## src/rtl/apb_slave_mem.sv

```systemverilog
// Word-addressed APB3 completer backed by resettable register storage.
// Supports 0-15 programmable wait states, error responses and transfer abort.
module apb_slave_mem #(
  parameter int ADDR_WIDTH = 32,
  parameter int DATA_WIDTH = 32,
  parameter int MEM_DEPTH  = 64
) (
  input  logic                  PCLK,
  input  logic                  PRESETn,
  input  logic                  PSEL,
  input  logic                  PENABLE,
  input  logic                  PWRITE,
  input  logic [ADDR_WIDTH-1:0] PADDR,
  input  logic [DATA_WIDTH-1:0] PWDATA,
  input  logic [3:0]            wait_cycles,
  output logic                  PREADY,
  output logic [DATA_WIDTH-1:0] PRDATA,
  output logic                  PSLVERR,
  output logic [7:0]            err_count
);

  localparam int IDX_W = $clog2(MEM_DEPTH);

  typedef enum logic {IDLE, ACCESS} state_e;

  state_e                state_q, state_d;
  logic [3:0]            cnt_q, cnt_d;
  logic [IDX_W-1:0]      idx_q, idx_d;
  logic                  write_q, write_d;
  logic                  err_q, err_d;
  logic [DATA_WIDTH-1:0] wdata_q, wdata_d;
  logic                  pready_q, pready_d;
  logic                  pslverr_q, pslverr_d;
  logic [DATA_WIDTH-1:0] prdata_q, prdata_d;
  logic [7:0]            err_count_q, err_count_d;
  logic [DATA_WIDTH-1:0] mem_q [MEM_DEPTH];
  logic [DATA_WIDTH-1:0] mem_d [MEM_DEPTH];

  logic             setup;
  logic [IDX_W-1:0] paddr_idx;
  logic             paddr_err;
  logic             rsp_ld;
  logic [IDX_W-1:0] rsp_idx;
  logic             rsp_err;
  logic             rsp_write;

  assign setup     = PSEL && !PENABLE;
  assign paddr_idx = PADDR[IDX_W+1:2];
  assign paddr_err = (PADDR[1:0] != 2'b00) || (PADDR[ADDR_WIDTH-1:IDX_W+2] != '0);

  always_comb begin
    state_d     = state_q;
    cnt_d       = cnt_q;
    idx_d       = idx_q;
    write_d     = write_q;
    err_d       = err_q;
    wdata_d     = wdata_q;
    err_count_d = err_count_q;
    mem_d       = mem_q;
    pready_d    = 1'b0;
    pslverr_d   = 1'b0;
    prdata_d    = '0;
    rsp_ld      = 1'b0;
    rsp_idx     = idx_q;
    rsp_err     = err_q;
    rsp_write   = write_q;

    case (state_q)
      IDLE: begin
        if (setup) begin
          state_d = ACCESS;
          idx_d   = paddr_idx;
          write_d = PWRITE;
          err_d   = paddr_err;
          wdata_d = PWDATA;
          cnt_d   = wait_cycles;
          // Zero-wait transfers must present the response in the very next cycle.
          if (wait_cycles == 4'd0) begin
            rsp_ld    = 1'b1;
            rsp_idx   = paddr_idx;
            rsp_err   = paddr_err;
            rsp_write = PWRITE;
          end
        end
      end
      ACCESS: begin
        if (pready_q) begin
          state_d = IDLE;
          cnt_d   = 4'd0;
          if (err_q) begin
            if (err_count_q != 8'hFF) err_count_d = err_count_q + 8'd1;
          end else if (write_q) begin
            mem_d[idx_q] = wdata_q;
          end
        end else if (!PSEL) begin
          state_d = IDLE;
          cnt_d   = 4'd0;
        end else begin
          cnt_d = cnt_q - 4'd1;
          if (cnt_q == 4'd1) rsp_ld = 1'b1;
        end
      end
      default: state_d = IDLE;
    endcase

    if (rsp_ld) begin
      pready_d  = 1'b1;
      pslverr_d = rsp_err;
      prdata_d  = (rsp_err || rsp_write) ? '0 : mem_q[rsp_idx];
    end
  end

  always_ff @(posedge PCLK or negedge PRESETn) begin
    if (!PRESETn) begin
      state_q     <= IDLE;
      cnt_q       <= 4'd0;
      idx_q       <= '0;
      write_q     <= 1'b0;
      err_q       <= 1'b0;
      wdata_q     <= '0;
      pready_q    <= 1'b0;
      pslverr_q   <= 1'b0;
      prdata_q    <= '0;
      err_count_q <= 8'd0;
      for (int i = 0; i < MEM_DEPTH; i++) mem_q[i] <= '0;
    end else begin
      state_q     <= state_d;
      cnt_q       <= cnt_d;
      idx_q       <= idx_d;
      write_q     <= write_d;
      err_q       <= err_d;
      wdata_q     <= wdata_d;
      pready_q    <= pready_d;
      pslverr_q   <= pslverr_d;
      prdata_q    <= prdata_d;
      err_count_q <= err_count_d;
      mem_q       <= mem_d;
    end
  end

  assign PREADY    = pready_q;
  assign PRDATA    = prdata_q;
  assign PSLVERR   = pslverr_q;
  assign err_count = err_count_q;

endmodule
```

## config.mk

```make
export PLATFORM = sky130hd
export DESIGN_NAME = apb_slave_mem
export DESIGN_NICKNAME = d
export VERILOG_FILES = /design/src/rtl/apb_slave_mem.sv
export SDC_FILE = /design/constraint.sdc
export NUM_CORES = 2
export LEC_CHECK = 0
export CELL_PAD_IN_SITES_DETAIL_PLACEMENT = 0
export CELL_PAD_IN_SITES_GLOBAL_PLACEMENT = 1
export CORE_MARGIN = 2
export CORE_UTILIZATION = 40
export CTS_BUF_LIST = sky130_fd_sc_hd__clkbuf_8
export CTS_CLUSTER_SIZE = 30
export DETAILED_ROUTE_END_ITERATION = 7
export PLACE_DENSITY_LB_ADDON = 0.3
export SKIP_CTS_REPAIR_TIMING = 1
export SLEW_MARGIN = 20
export SYNTH_ARGS = -nofsm -noshare
export SYNTH_HDL_FRONTEND = slang
export SYNTH_SLANG_ARGS = --single-unit
```

## constraint.sdc

```tcl
create_clock -name PCLK -period 4.2 [get_ports PCLK]
set_input_delay 1.05 -clock PCLK [delete_from_list [all_inputs] [get_ports PCLK]]
set_output_delay 1.05 -clock PCLK [all_outputs]
set_load 0.02 [all_outputs]
```

# Word level (Yosys, flattened, before mapping)
# Cells that the tools add are included.
op_classes:
  add_sub_neg: 2
  multipliers: 0
  div: 0
  n_lt_le_gt_ge: 3
  eq_ne: 3
  shifts: 0
  n_mux: 33
  bitwise_logic: 4
  n_reduce_logical: 11
op_table:
  columns: ["op", "count"]
  rows:
  - ["2048-bit bitwise mux", 1]
  - ["32-bit binary-select mux with 6-bit select", 1]
  - ["32-bit demux with 6-bit select", 1]
  - ["32-bit 2-to-1 mux", 5]
  - ["24-bit nonzero test", 1]
  - ["6-bit 2-to-1 mux", 3]
  - ["1-bit 2-to-1 mux", 16]
  - ["7-bit greater-or-equal comparator (second input constant)", 2]
  - ["6-bit NOT with 7-bit output", 2]
  - ["4-bit 2-to-1 mux", 3]
  - ["8-bit by 1-bit adder with 8-bit output (second input constant)", 1]
  - ["8-bit inequality test (second input constant)", 1]
  - ["4-bit case mux with 2 select lines", 1]
  - ["4-bit AND reduction", 2]
  - ["7-bit by 1-bit less-than comparator with 1-bit output (second input constant)", 1]
  - ["4-bit by 1-bit equality test with 1-bit output (second input constant)", 1]
  - ["4-bit logical NOT", 1]
  - ["1-bit case mux with 2 select lines", 2]
  - ["4-bit by 1-bit subtractor with 4-bit output (second input constant)", 1]
  - ["1-bit logical AND", 2]
  - ["1-bit logical OR", 2]
  - ["2-bit inequality test (second input constant)", 1]
  - ["1-bit NOT", 2]
  - ["2-bit AND reduction", 1]
  - ["2 further kinds", 2]
totals:
  register_bits: 2135
  latch_bits: 0
  mem_bits_rw: 0
  rom_bits: 0
  in_bits: 73
  output_inout_bits: 42
  wordCells: 130
  n_memories: 0

# Longest topological paths before layout
depth:
  depth_word: 10
  ltp_mapped: 14

# Worst setup path after synthesis
# Ideal clock, no wire load.
synth_timing:
  kind: "input to register"
  from: "input wait_cycles[0]"
  to: "register prdata_q[2], in the netlist PRDATA[2]"
  setup_time_ps: 129
  t_arrival_ps: 3688
  slack_ps: 384
  stages: 9
  path_cell_list: "or4_4 nor2_4 buf_4 mux2i_1 clkbuf_1 buf_2 nand3_1 a311o_1 a2111o_1"
synth_via:
  elab_chain_len: 10
  word_cells_on_any_way: 20
  cone_classes: "17 x mux; 1 x bitwise; 2 x reduce/logical"
synth_lines:
  columns: ["item", "line", "text"]
  rows:
  - ["from (decl)", "15", "input logic [3:0] wait_cycles,"]
  - ["4-bit logical NOT *", "78", "if (wait_cycles == 4'd0) begin"]
  - ["6-bit 2-to-1 mux", "78", null]
  - ["6-bit 2-to-1 mux", "70", "if (setup) begin"]
  - ["6-bit 2-to-1 mux", "68", "case (state_q)"]
  - ["6-bit NOT with 7-bit output (implied by the code)", "109", "prdata_d = (rsp_err || rsp_write) ? '0 : mem_q[rsp_idx];"]
  - ["32-bit binary-select mux with 6-bit select", "109", null]
  - ["32-bit 2-to-1 mux (implied by the code) (2 in a row)", "109", null]
  - ["32-bit 2-to-1 mux", "109", null]
  - ["32-bit 2-to-1 mux *", "106", "if (rsp_ld) begin"]
  - ["net prdata_d[2]", "34", "logic [DATA_WIDTH-1:0] prdata_q, prdata_d;"]
  - ["to (signal assigned)", "135", "prdata_q <= prdata_d;"]
  - ["to (decl)", "34", null]
# The timed path passes the listed nets; every way through them passes the cells marked *. The select of a mux whose other input is x is not followed.
# A chain may end at the register's enable or synchronous reset.

# Final worst setup path
layout_timing:
  from: "input wait_cycles[0]"
  to: "register prdata_q[25], in the netlist PRDATA[25]"
# Same word-level chain as after synthesis.

==> flow_metrics.tcl <==
set metrics [dict create \
    r2r_start "state_q" \
    register_area_um2 53490 \
    drive_gt1_share_pct 47.49 \
    yosysMostFrequentCell "dfrtp_1" \
    grt_pass1_wl_um 464000 \
    fin_cells 10750 \
    post-route-min-period_ps 3937 \
    grt_pass1_vias 64930 \
    finalSetupTns_ps 0 \
    routed_wl_um 319100 \
    clock_skew_ps 97.34 \
    regToRegEndpoint "PRDATA[25]" \
    worstMarginPinSlew_ps 1075 \
    dieArea_um2 245500 \
    slowest_delay_ps 630 \
    cap_violations 0 \
    arrival_ps 4860 \
    fmax_mhz 254.0 \
    cts_root_buf "clkbuf_8" \
    ys_ff_latch 2135 \
    dp_hpwl_um 197700 \
    syn_to_final_growth_pct 17.17 \
    syn_avg_cell_area_um2 14.09 \
    multiInputGateArea_um2 40820 \
    clkTransAtPathRegs_ps 60 \
    cellPowerDensity_nw_per_um2 421.7 \
    antenna_found_initial 9 \
    synthCells 6858 \
    clock_latency_ps 1120 \
    slew_violations 0 \
    async_reset_ff_share_pct 100.0 \
    global_route.overflow_total 0 \
    synth.cell_area_um2 96610 \
    cts_tree "yes" \
    leakage_nw 54.90 \
    ir_drop_mv 0.2959 \
    wl_per_cell_um 29.68 \
    fp.dieW_um 495.4 \
    crit_start "wait_cycles[0]" \
    viasPerCell 5.865 \
    placed_cells 10100 \
    endpoint "PRDATA[25]" \
    start_kind "input pin" \
    io_buffers 114 \
    final_hold_viol_count 0 \
    cts_buffers 385 \
    num-fill-cells 21120 \
    power.total_mw 47.73 \
    die_y_um 495.4 \
    synthTopCellsByCount "dfrtp_1 (2135), mux2_2 (2058), nand2_1 (502)" \
    globalplace.congestion 0.8506 \
    yosys_warnings 0 \
    drc 0 \
    rsz0062_at_grt "no" \
    setup-violations-final 0 \
    cts_sinks 2135 \
    vias 63040 \
    end_kind "register" \
    crit_slowest_cell "or4_4" \
    core.rowCount 180 \
    cp_common_cell "buf_4" \
    yosys.area.top_type "dfrtp_1" \
    reg2reg_slack_ps 280 \
    crit_fanout 24 \
    drt-initial-drc-count 5170 \
    synth-seq-area-share_pct 55.30 \
    synth_ff_type "dfrtp_1" \
    antenna_left 0 \
    grt_max_degree 165 \
    cp.required_ps 5120 \
    initial_core_util_pct 40.20 \
    yosysUniqueCellTypes 67 \
    synth_area_leaders "dfrtp_1 (55%), mux2_2 (24%), mux4_2 (6.1%)" \
    synth_top_area_share_pct 55.30 \
    hp-class "input pin to register" \
    fin_nets 7378 \
    track_usage_pct 25.92 \
    min_period_over_period_pct 93.74 \
    reg2reg_depth 12 \
    drtPass1Iterations 5 \
    h-tree-depth 5 \
    worstSetupPathType "input pin to register" \
    io_pins 115 \
    synth-edff-count 0 \
    cts_buffer_depth 4 \
    synth_nets 6934 \
    worstPathCellList "clkdlybuf4s50_1 > or4_4 > buf_4 > nor4b_1 > buf_4 > a21o_4 > buf_12 > buf_4 > a221oi_1 > nor4_1 > buf_4 > o21ai_0 > or4b_1" \
    core_um2 240300 \
    status "complete, no violations" \
    timing.slew.headroom_pct 28.33 \
]
registers in the layout, indices dropped and copies added, names as in the netlist:
signal and cells:
PREADY 1, PSLVERR 1, write_q 1, cnt_q 4, mem_q 2048, err_q 1, PRDATA 32, err_count 8
state_q 1, idx_q 6, wdata_q 32
cell families after synthesis:
logic type | synth area share [%]
fa+ha+maj | 0.03886
compound gates | 4.321
mux | 33.20
xor+xnor | 0.06346
flops | 55.30
buf+inv | 2.993
simple gates | 4.084
layout by cell type (no fill, tap or decap), drive strengths merged, types with 11 or more instances in the layout:
master         netlist  final
a2111o              11     11
a211oi              41     41
a21oi               51     51
a221o               24     24
a221oi              94     94
a22oi               88     88
a311oi              24     24
a31oi               32     32
a32oi               52     52
and3                56     56
buf                253    612
clkbuf             416    481
clkdlybuf4s50        0    113
clkinv               0     25
dfrtp             2135   2135
inv                  9    132
mux2              2058   2058
mux2i              297    297
mux4               263    263
nand2              503    503
nand3              136    136
nand4               15     15
nor2                64     64
nor3                17     17
nor4                31     31
o21ai               58     58
metal layers:
layer / vias to the layer above / track usage (%) / part of all wire (%)
met3: 560 / 4.574 / 6.3
met4: 2 / 9.120 / 3.6
li1: 26170 / - / -
met2: 2096 / 40.68 / 46
met1: 34210 / 36.20 / 44
met5: - / 0 / 0.0041
layout make-up:
cell class | count | share of cell area [%]
flip-flops and latches | 2135 | 47.26
clock inverters | 161 | 0.7948
inverters | 9 | 0.02985
repair buffers | 726 | 6.470
well taps | 3185 | 3.521
multi-input cells | 4045 | 36.06
clock buffers | 481 | 5.849
diodes | 7 | 0.01548
where the power goes:
part | switching (mW) | internal, mW | total [mW]
Clock | 8.68 | 10.7 | 19.4
Sequential | 0.637 | 20.7 | 21.4
Combinational | 4.38 | 2.56 | 6.94
Total | 13.7 | 34.0 | 47.7
critical path, delay by kind of cell:
family	cells	cell delay (ps)
AO/OA/AOI/OAI	3	340
buffers and inverters	6	1390
AND/OR/NAND/NOR	4	2010
per-stage QoR:
stage          worst slack, ps  util, %  hold WS (ps)  cell area, um^2
4_1_cts                  330.6    47.08        -248.4           113100
3_3_place_gp            -736.8    43.94         470.3           105600
2_1_floorplan            383.6        -         463.2            96610
3_5_place_dp            -720.2    43.95         471.8           105600
6_report                 262.7    47.10         479.2           113200
5_1_grt                  141.9    47.10         439.9           113200
how the worst min path moves through the flow:
stage | start | end | depth (start not counted)
final | PWDATA[24] | wdata_q[24] | 3
after global routing | PWDATA[23] | wdata_q[23] | 3
after CTS | PRESETn | mem_q[1304] | 1
after detailed placement | wdata_q[19] | wdata_q[19] | 2
after global placement | wdata_q[15] | wdata_q[15] | 2
after floorplan | cnt_q[1] | cnt_q[1] | 2
Power figures use the tool's default switching activity.
